## src/rtl/mipi_raw10_packer.sv

```systemverilog
// mipi_raw10_packer: packs 4x10-bit pixel groups into CSI-2 RAW10 bytes, emitted as 32-bit LE words per line
module mipi_raw10_packer #(
  parameter logic [7:0] PAD_BYTE = 8'h00,
  parameter int         CNT_W    = 16
) (
  input  logic             wb_clk_i,
  input  logic             wb_rst_i,
  input  logic             in_valid_i,
  output logic             in_ready_o,
  input  logic [39:0]      in_pix_i,
  input  logic             in_last_i,
  output logic             out_valid_o,
  input  logic             out_ready_i,
  output logic [31:0]      out_data_o,
  output logic [3:0]       out_keep_o,
  output logic             out_last_o,
  output logic [CNT_W-1:0] line_words_o,
  output logic             line_done_o
);
  logic [63:0]      buf_q, buf_d, shifted;
  logic [3:0]       cnt_q, cnt_d, popped, rem;
  logic             last_pend_q, in_fire, out_fire;
  logic [39:0]      grp;
  logic [CNT_W-1:0] wcnt_q, wsat;
  assign grp = {in_pix_i[31:30], in_pix_i[21:20], in_pix_i[11:10], in_pix_i[1:0],
                in_pix_i[39:32], in_pix_i[29:22], in_pix_i[19:12], in_pix_i[9:2]};
  assign out_valid_o = (cnt_q >= 4'd4) || (last_pend_q && cnt_q != 4'd0);
  assign out_last_o  = out_valid_o && last_pend_q && cnt_q <= 4'd4;
  assign out_keep_o  = cnt_q >= 4'd4 ? 4'hF : (4'd1 << cnt_q[1:0]) - 4'd1;
  assign in_ready_o  = !last_pend_q && (cnt_q <= 4'd3 || (cnt_q <= 4'd7 && out_ready_i));
  assign in_fire     = in_valid_i && in_ready_o;
  assign out_fire    = out_valid_o && out_ready_i;
  assign wsat        = &wcnt_q ? wcnt_q : wcnt_q + 1'b1;
  // Bytes at or above cnt are kept zero, so appending is a plain OR at the fill point.
  always_comb begin
    popped  = out_fire ? (cnt_q >= 4'd4 ? 4'd4 : cnt_q) : 4'd0;
    shifted = buf_q >> {popped, 3'b000};
    rem     = cnt_q - popped;
    buf_d   = in_fire ? shifted | ({24'b0, grp} << {rem, 3'b000}) : shifted;
    cnt_d   = rem + (in_fire ? 4'd5 : 4'd0);
    out_data_o = '0;
    for (int k = 0; k < 4; k++)
      out_data_o[8*k +: 8] = !out_valid_o ? 8'h00 : (4'(k) < cnt_q ? buf_q[8*k +: 8] : PAD_BYTE);
  end
  always_ff @(posedge wb_clk_i or posedge wb_rst_i) begin
    if (wb_rst_i) begin
      buf_q        <= '0;
      cnt_q        <= '0;
      last_pend_q  <= 1'b0;
      wcnt_q       <= '0;
      line_words_o <= '0;
      line_done_o  <= 1'b0;
    end else begin
      buf_q       <= buf_d;
      cnt_q       <= cnt_d;
      line_done_o <= out_fire && out_last_o;
      last_pend_q <= (in_fire && in_last_i) ? 1'b1 : (out_fire && out_last_o) ? 1'b0 : last_pend_q;
      if (out_fire) begin
        wcnt_q <= out_last_o ? '0 : wsat;
        if (out_last_o) line_words_o <= wsat;
      end
    end
  end
endmodule
```

## config.mk

```make
export PLATFORM = sky130hd
export DESIGN_NAME = mipi_raw10_packer
export DESIGN_NICKNAME = d
export VERILOG_FILES = /design/src/rtl/mipi_raw10_packer.sv
export SDC_FILE = /design/constraint.sdc
export NUM_CORES = 1
export LEC_CHECK = 0
export ABC_AREA = 0
export CORE_ASPECT_RATIO = 1.5
export CORE_MARGIN = 3
export CORE_UTILIZATION = 56
export CTS_BUF_LIST = sky130_fd_sc_hd__clkbuf_16
export CTS_CLUSTER_SIZE = 40
export DETAILED_ROUTE_END_ITERATION = 10
export GPL_ROUTABILITY_DRIVEN = 0
export PLACE_DENSITY_LB_ADDON = 0.3
export REMOVE_ABC_BUFFERS = 1
export SETUP_SLACK_MARGIN = 0.5
export SLEW_MARGIN = 20
export SYNTH_ARGS = -nofsm -noshare
export SYNTH_HDL_FRONTEND = slang
export SYNTH_SLANG_ARGS = --single-unit
```

## constraint.sdc

```tcl
create_clock -name wb_clk_i -period 5.3 [get_ports wb_clk_i]
set_clock_uncertainty 0.2 [all_clocks]
set_input_delay 0.53 -clock wb_clk_i [delete_from_list [all_inputs] [get_ports wb_clk_i]]
set_output_delay 0.53 -clock wb_clk_i [all_outputs]
set_load 0.01 [all_outputs]
```

==> flow_summary.toml, run 1 <==
[global_route]
grt_busiest_layer = "met2"
gr-usage-met2_pct = 58.47
grt_usage_pct = 35.10
grt_pass1_wl_mm = 38.85
grt_max_degree = 69
use_met3_pct = 8.888
grt_overflow = 0
grt_util_met1_pct = 38.90
antenna_found_initial = 0
first_global_vias = 7597

[clock_tree]
clkLatencyLatePin_ns = 0.35
clock-sinks = 102
htree_levels = 3
hold_buffers = 0
clk_pin_slew_ns = 0.07
cts_buffer_depth = 2
cts_root_buf = "clkbuf_16"
cts_resized = 0
numCtsBuffers = 9
cts_setup_buffers = 0
cts_tree = "done"

[placed_design]
dpl.hpwl_mm = 16.66
dp_slack_ns = 0.7559
numPortBuffers = 100
post-place-cells = 1036

[yosys]
seq_area_frac_synth_pct = 36.21
synth_cell_type_count = 62
synth_area_per_cell_um2 = 8.607
syn-cell-area_um2 = 7049
synth_edf_count = 0
synthCells = 819
synth_warnings = 0
ys_ff_latch = 102
synth_flop_cell = "dfrtp_1"
async_flop_share_pct = 100.0

[sta]
slew_headroom_pct = 26.60
grt_setup_unrepaired = "no"
finalCritPeriodShare_pct = 82.95
period_needed_ns = 4.396
tightest_slew_ns = 1.101
hold_ws_ns = 0.2821
final_max_slew_viol_count = 0
max_freq_ghz = 0.2275
setup_slack_ns = 0.9037
setup-tns-final_ns = 0
hold_viol = 0
finalSetupViolCount = 0

[detailed_routing]
first_pass_iters = 6
ant_nets = 0
wirelength_mm = 24.95
post_drt_wl_per_cell_um = 23.72
avgViaCountPerCell = 7.187
drc = 0
vias = 7561
first_iter_violations = 861

[power]
p_leak_nw = 3.514
power_w = 0.004924
max-vdd-ir-drop_uv = 420.6
p_per_area_nw_per_um2 = 583.7

[die]
die_area_um2 = 14000
io_pins = 101
rows = 49
die_w_um = 97.61
fp.dieH_um = 143.4
initial_core_util_pct = 58.07
core-area_um2 = 12140

[finish]
seqCellArea_um2 = 2552
num_antenna_cells = 0
fin_cells = 1052
area_growth_pct = 19.68
fillers = 952
multiInputGateArea_um2 = 4184
drive_above_1_share_pct = 7.230
final_nets = 946

[min_path]
hold_class = "reg -> reg"

[worst_setup_path]
crit_chain = "nor2_1 > inv_1 > and2_1 > buf_4 > inv_4 > ha_1 > a221oi_1 > and4b_1 > and2_1 > and2_0 > a221o_1"
cp.arrival_ns = 4.43
required_ns = 5.33
worst-path-buf-inv = 3
crit_path_top_delay_cell = "dfrtp_1"
cp_max_fo = 38
crit_family = "simple AND/OR/NAND/NOR gates"
cp-start-kind = "flop"
cpMostUsedCell = "and2_1"
crit_path_end_kind = "flop"
cpPeakStageDelay_ns = 0.48
worst-setup-path-type = "reg -> reg"

[run]
drv_cap = 0

[outcome]
status = "finished clean"
[layout make-up]
class | instances | share of cell area (%)
clock buffers | 9 | 2.669
clock inverters | 7 | 0.6970
inverters | 19 | 0.9640
multi-input cells | 643 | 49.59
flip-flops and latches | 102 | 30.25
well taps | 153 | 2.269
repair buffers | 119 | 13.55
[power breakdown]
part	switching (W)	total, W	internal, W
Clock	0.000296	0.000656	0.000360
Combinational	0.00172	0.00295	0.00123
Sequential	0.000283	0.00132	0.00104
[logic make-up (layout without fill, tap and decap cells)]
family | after synthesis | in the layout | synth area share (%)
buf+inv | 74 | 154 | 4.721
xor+xnor | 15 | 15 | 1.864
fa+ha+maj | 7 | 7 | 1.349
other cells | 1 | 1 | 0.05320
mux | 64 | 64 | 10.35
simple gates | 282 | 282 | 19.26
flops | 102 | 102 | 36.21
compound gates | 274 | 274 | 26.20
[layout by cell type, fill, tap and decap left out, types with 3 or more instances in the layout]
cell / n
mux2_2: 11
inv_1: 15
xor2_1: 4
nor3_1: 5
o22ai_1: 30
buf_4: 19
clkbuf_16: 9
a21oi_1: 30
mux4_2: 6
nand3_1: 22
o211ai_1: 10
ha_1: 6
a21o_1: 10
a22oi_1: 16
and3_1: 17
a32oi_1: 8
and4_1: 3
a31oi_1: 20
o31ai_1: 4
o2bb2ai_1: 5
nor2b_1: 20
o21ai_0: 79
a221oi_1: 9
mux2i_1: 47
xnor2_1: 10
nor2_1: 26
a211oi_1: 4
a221o_1: 7
nand2_1: 138
and2_1: 22
dfrtp_1: 102
a22o_1: 9
a32o_1: 24
nand4_1: 5
and2_0: 5
clkdlybuf4s50_1: 100
[per-stage QoR]
step	util, %	area (um^2)
6_report	69.50	8437
5_1_grt	69.50	8437
4_1_cts	69.44	8429
3_5_place_dp	67.10	8145
3_3_place_gp	67.10	8145
2_1_floorplan	-	6793
[metal layers]
| metal | vias to the layer above | routed length (um) |
|---|---|---|
| li1 | 3202 | - |
| met1 | 3554 | 8310 |
| met2 | 619 | 11810 |
| met3 | 186 | 2885 |
| met4 | 0 | 1946 |
| met5 | - | 0 |
[sequential cells by signal, indices dropped and copies added, names as in the netlist]
signal,cells
line_done_o,1
line_words_o,16
last_pend_q,1
buf_q,64
cnt_q,4
wcnt_q,16
[path summary, 6_finish.rpt]
kind | start | to | slack, ns | cells past startpoint
hold reg to reg | line_words_o[10] | line_words_o[10] | 0.28 | 2
setup / recovery | cnt_q[2] | buf_q[62] | 0.90 | 11
min in group asynchronous | wb_rst_i | line_words_o[4] | 0.51 | 2
setup reg to reg | cnt_q[2] | buf_q[62] | 0.90 | 11
hold / removal | line_words_o[10] | line_words_o[10] | 0.28 | 2
max in group asynchronous | wb_rst_i | buf_q[60] | 3.41 | 3
[worst reg2reg max path, stage by stage, from the launching register on]
cell and delay [ns]:
dfrtp_1 0.48, nor2_1 0.37, inv_1 0.37, and2_1 0.28
buf_4 0.22, inv_4 0.38, ha_1 0.35, a221oi_1 0.46
and4b_1 0.34, and2_1 0.35, and2_0 0.24, a221o_1 0.25
[cell usage after synthesis, drive strengths merged, types with 22 or more instances]
cell type	instances	area share, %
o21ai	79	5.6
a32o	24	3.4
and2	27	2.4
clkbuf	26	1.4
o22ai	30	2.7
nand3	22	1.6
a21oi	32	2.4
mux2i	47	6.7
nor2	29	1.6
nand2	141	7.8
buf	29	2.3
dfrtp	102	36
Power figures use the tool's default switching activity.
==> run 2, diff against run 1 <==
--- a/config.mk
+++ b/config.mk
@@ -8,7 +8,7 @@
 export ABC_AREA = 0
 export CORE_ASPECT_RATIO = 1.5
 export CORE_MARGIN = 3
-export CORE_UTILIZATION = 56
+export CORE_UTILIZATION = 50
 export CTS_BUF_LIST = sky130_fd_sc_hd__clkbuf_16
 export CTS_CLUSTER_SIZE = 40
 export DETAILED_ROUTE_END_ITERATION = 10
==> constraint.sdc (replaced) <==
create_clock -name wb_clk_i -period 4 [get_ports wb_clk_i]
set_clock_uncertainty 0.2 [all_clocks]
set_input_delay 0.4 -clock wb_clk_i [delete_from_list [all_inputs] [get_ports wb_clk_i]]
set_output_delay 0.4 -clock wb_clk_i [all_outputs]
set_load 0.01 [all_outputs]
==> run 2 against run 1 <==
Net effect: combinational power is 35% higher; routed wire length decreased by 3.3%; global-route usage is 3.3 points lower; clock-buffer cell count did not move; die area rose by 11%; first-iteration DRC count fell by 11%; register-to-register slack worse by 0.25 ns; critical path type is now reg -> out; critical endpoint is now out_data_o[8].
==> flow_summary.toml, run 2 (synthesis gave the netlist of run 1 again) <==
[outcome]
status = "finished clean"

[sta]
max_freq_ghz = 0.2963
final_max_slew_viol_count = 0
setup_slack_ns = 0.6253
finalSetupViolCount = 0
grt_setup_unrepaired = "no"
finalCritPeriodShare_pct = 84.37
period_needed_ns = 3.375
slew_headroom_pct = 30.84
hold_viol = 0
tightest_slew_ns = 1.037

[global_route]
grt_max_degree = 51
grt_usage_pct = 31.80
grt_overflow = 0
antenna_found_initial = 0
grt_pass1_wl_mm = 37.96
first_global_vias = 7197

[finish]
reg.largest.list = "buf_q: 64 flops, line_words_o: 16 flops, wcnt_q: 16 flops"
regMostFlops = "buf_q"
largest_reg_flops = 64
mostFrequentLayoutCells = "nand2_1, dfrtp_1, clkdlybuf4s50_1"
final_common_cell = "nand2_1"
final_nets = 961
area_growth_pct = 22.31
num_antenna_cells = 0
drive_above_1_share_pct = 9.081

[power]
pwr-share-comb_pct = 59.8
max-vdd-ir-drop_uv = 485.9
switchingPower_w = 0.002998
p_sw_share_pct = 45.15
seqPwrFrac_pct = 25.9
p_clk_share_pct = 14.3
p_int_w = 0.003642
p_leak_nw = 3.598
power_w = 0.006640
p_per_area_nw_per_um2 = 770.2

[run]
drv_cap = 0

[detailed_routing]
avgViaCountPerCell = 6.858
drc = 0
wirelength_mm = 24.14
first_iter_violations = 763
post_drt_wl_per_cell_um = 22.43
ant_nets = 0
first_pass_iters = 6
vias = 7379

[min_path]
hold_class = "reg -> reg"

[die]
io_pins = 101
initial_core_util_pct = 51.59
die_w_um = 103.0
fp.dieH_um = 151.4
die_area_um2 = 15590
rows = 52
core-area_um2 = 13660

[worst_setup_path]
cp-start-kind = "flop"
cp_max_fo = 11
required_ns = 3.40
cp.arrival_ns = 2.77
worst-setup-path-type = "reg -> out"
crit_path_end_kind = "output pin"

[clock_tree]
clk_pin_slew_ns = 0.08
clock-sinks = 102
htree_levels = 3
cts_root_buf = "clkbuf_16"
clkLatencyLatePin_ns = 0.35
cts_tree = "done"
cts_buffer_depth = 2
numCtsBuffers = 9

[placed_design]
numPortBuffers = 100
dp_slack_ns = 0.2685
dpl.hpwl_mm = 16.71
[run 2: layer usage]
layer	GRT usage [%]	routed length, um
met5	0	0
met4	20.09	1478
met3	7.512	2207
met2	51.83	11760
met1	36.97	8693
[run 2: worst paths after layout]
kind / start / to / slack, ns / cells past startpoint
hold reg to reg: line_words_o[6] / line_words_o[6] / 0.28 / 2
min in group asynchronous: wb_rst_i / line_done_o / 0.30 / 2
max in group asynchronous: wb_rst_i / buf_q[52] / 2.46 / 3
setup reg to reg: cnt_q[2] / buf_q[56] / 0.65 / 10
setup / recovery: cnt_q[2] / out_data_o[8] / 0.63 / 7
hold / removal: line_words_o[6] / line_words_o[6] / 0.28 / 2
[run 2: area by class of cell]
cell class	instances	area, um^2
clock buffers	9	225.2
fillers	1172	5041
inverters	19	78.83
multi-input cells	643	4193
flip-flops and latches	102	2552
clock inverters	7	88.84
well taps	162	202.7
repair buffers	134	1281
[run 2: metrics by stage]
stage	hold slack, ns	util [%]	area (um^2)	instances	TNS [ns]
4_1_cts	0.2849	63.02	8611	1076	0
3_3_place_gp	0.2599	60.71	8294	1060	0
6_report	0.2768	63.10	8622	1076	0
5_1_grt	0.3080	63.10	8622	1076	0
3_5_place_dp	0.2697	60.71	8294	1060	0
2_1_floorplan	0.3032	-	6793	764	-9.101
[run 2: power by group through the flow]
stage	Combinational, W	Clock [W]	Sequential (W)
after floorplan	0.00228	0	0.00165
after global placement	0.00381	0	0.00173
after detailed placement	0.00385	0	0.00173
after CTS	0.00387	0.000952	0.00171
after global routing	0.00425	0.000998	0.00177
final	0.00397	0.000950	0.00172
[run 2: what timing repair did]
item | in CTS | in global routing
setup endpoints to repair | 8 | 28
resized for setup | 1 | 3
setup buffers | 0 | 0
cloned | 0 | 0
pin swaps | 0 | 0
hold buffers | 0 | 0
[run 2: worst max-delay path, stage by stage, from the launching register on]
cell,delay [ns]
dfrtp_1,0.49
nor2_2,0.30
inv_1,0.09
buf_4,0.21
a21oi_2,0.47
buf_4,0.29
nor2b_1,0.08
clkdlybuf4s50_1,0.48
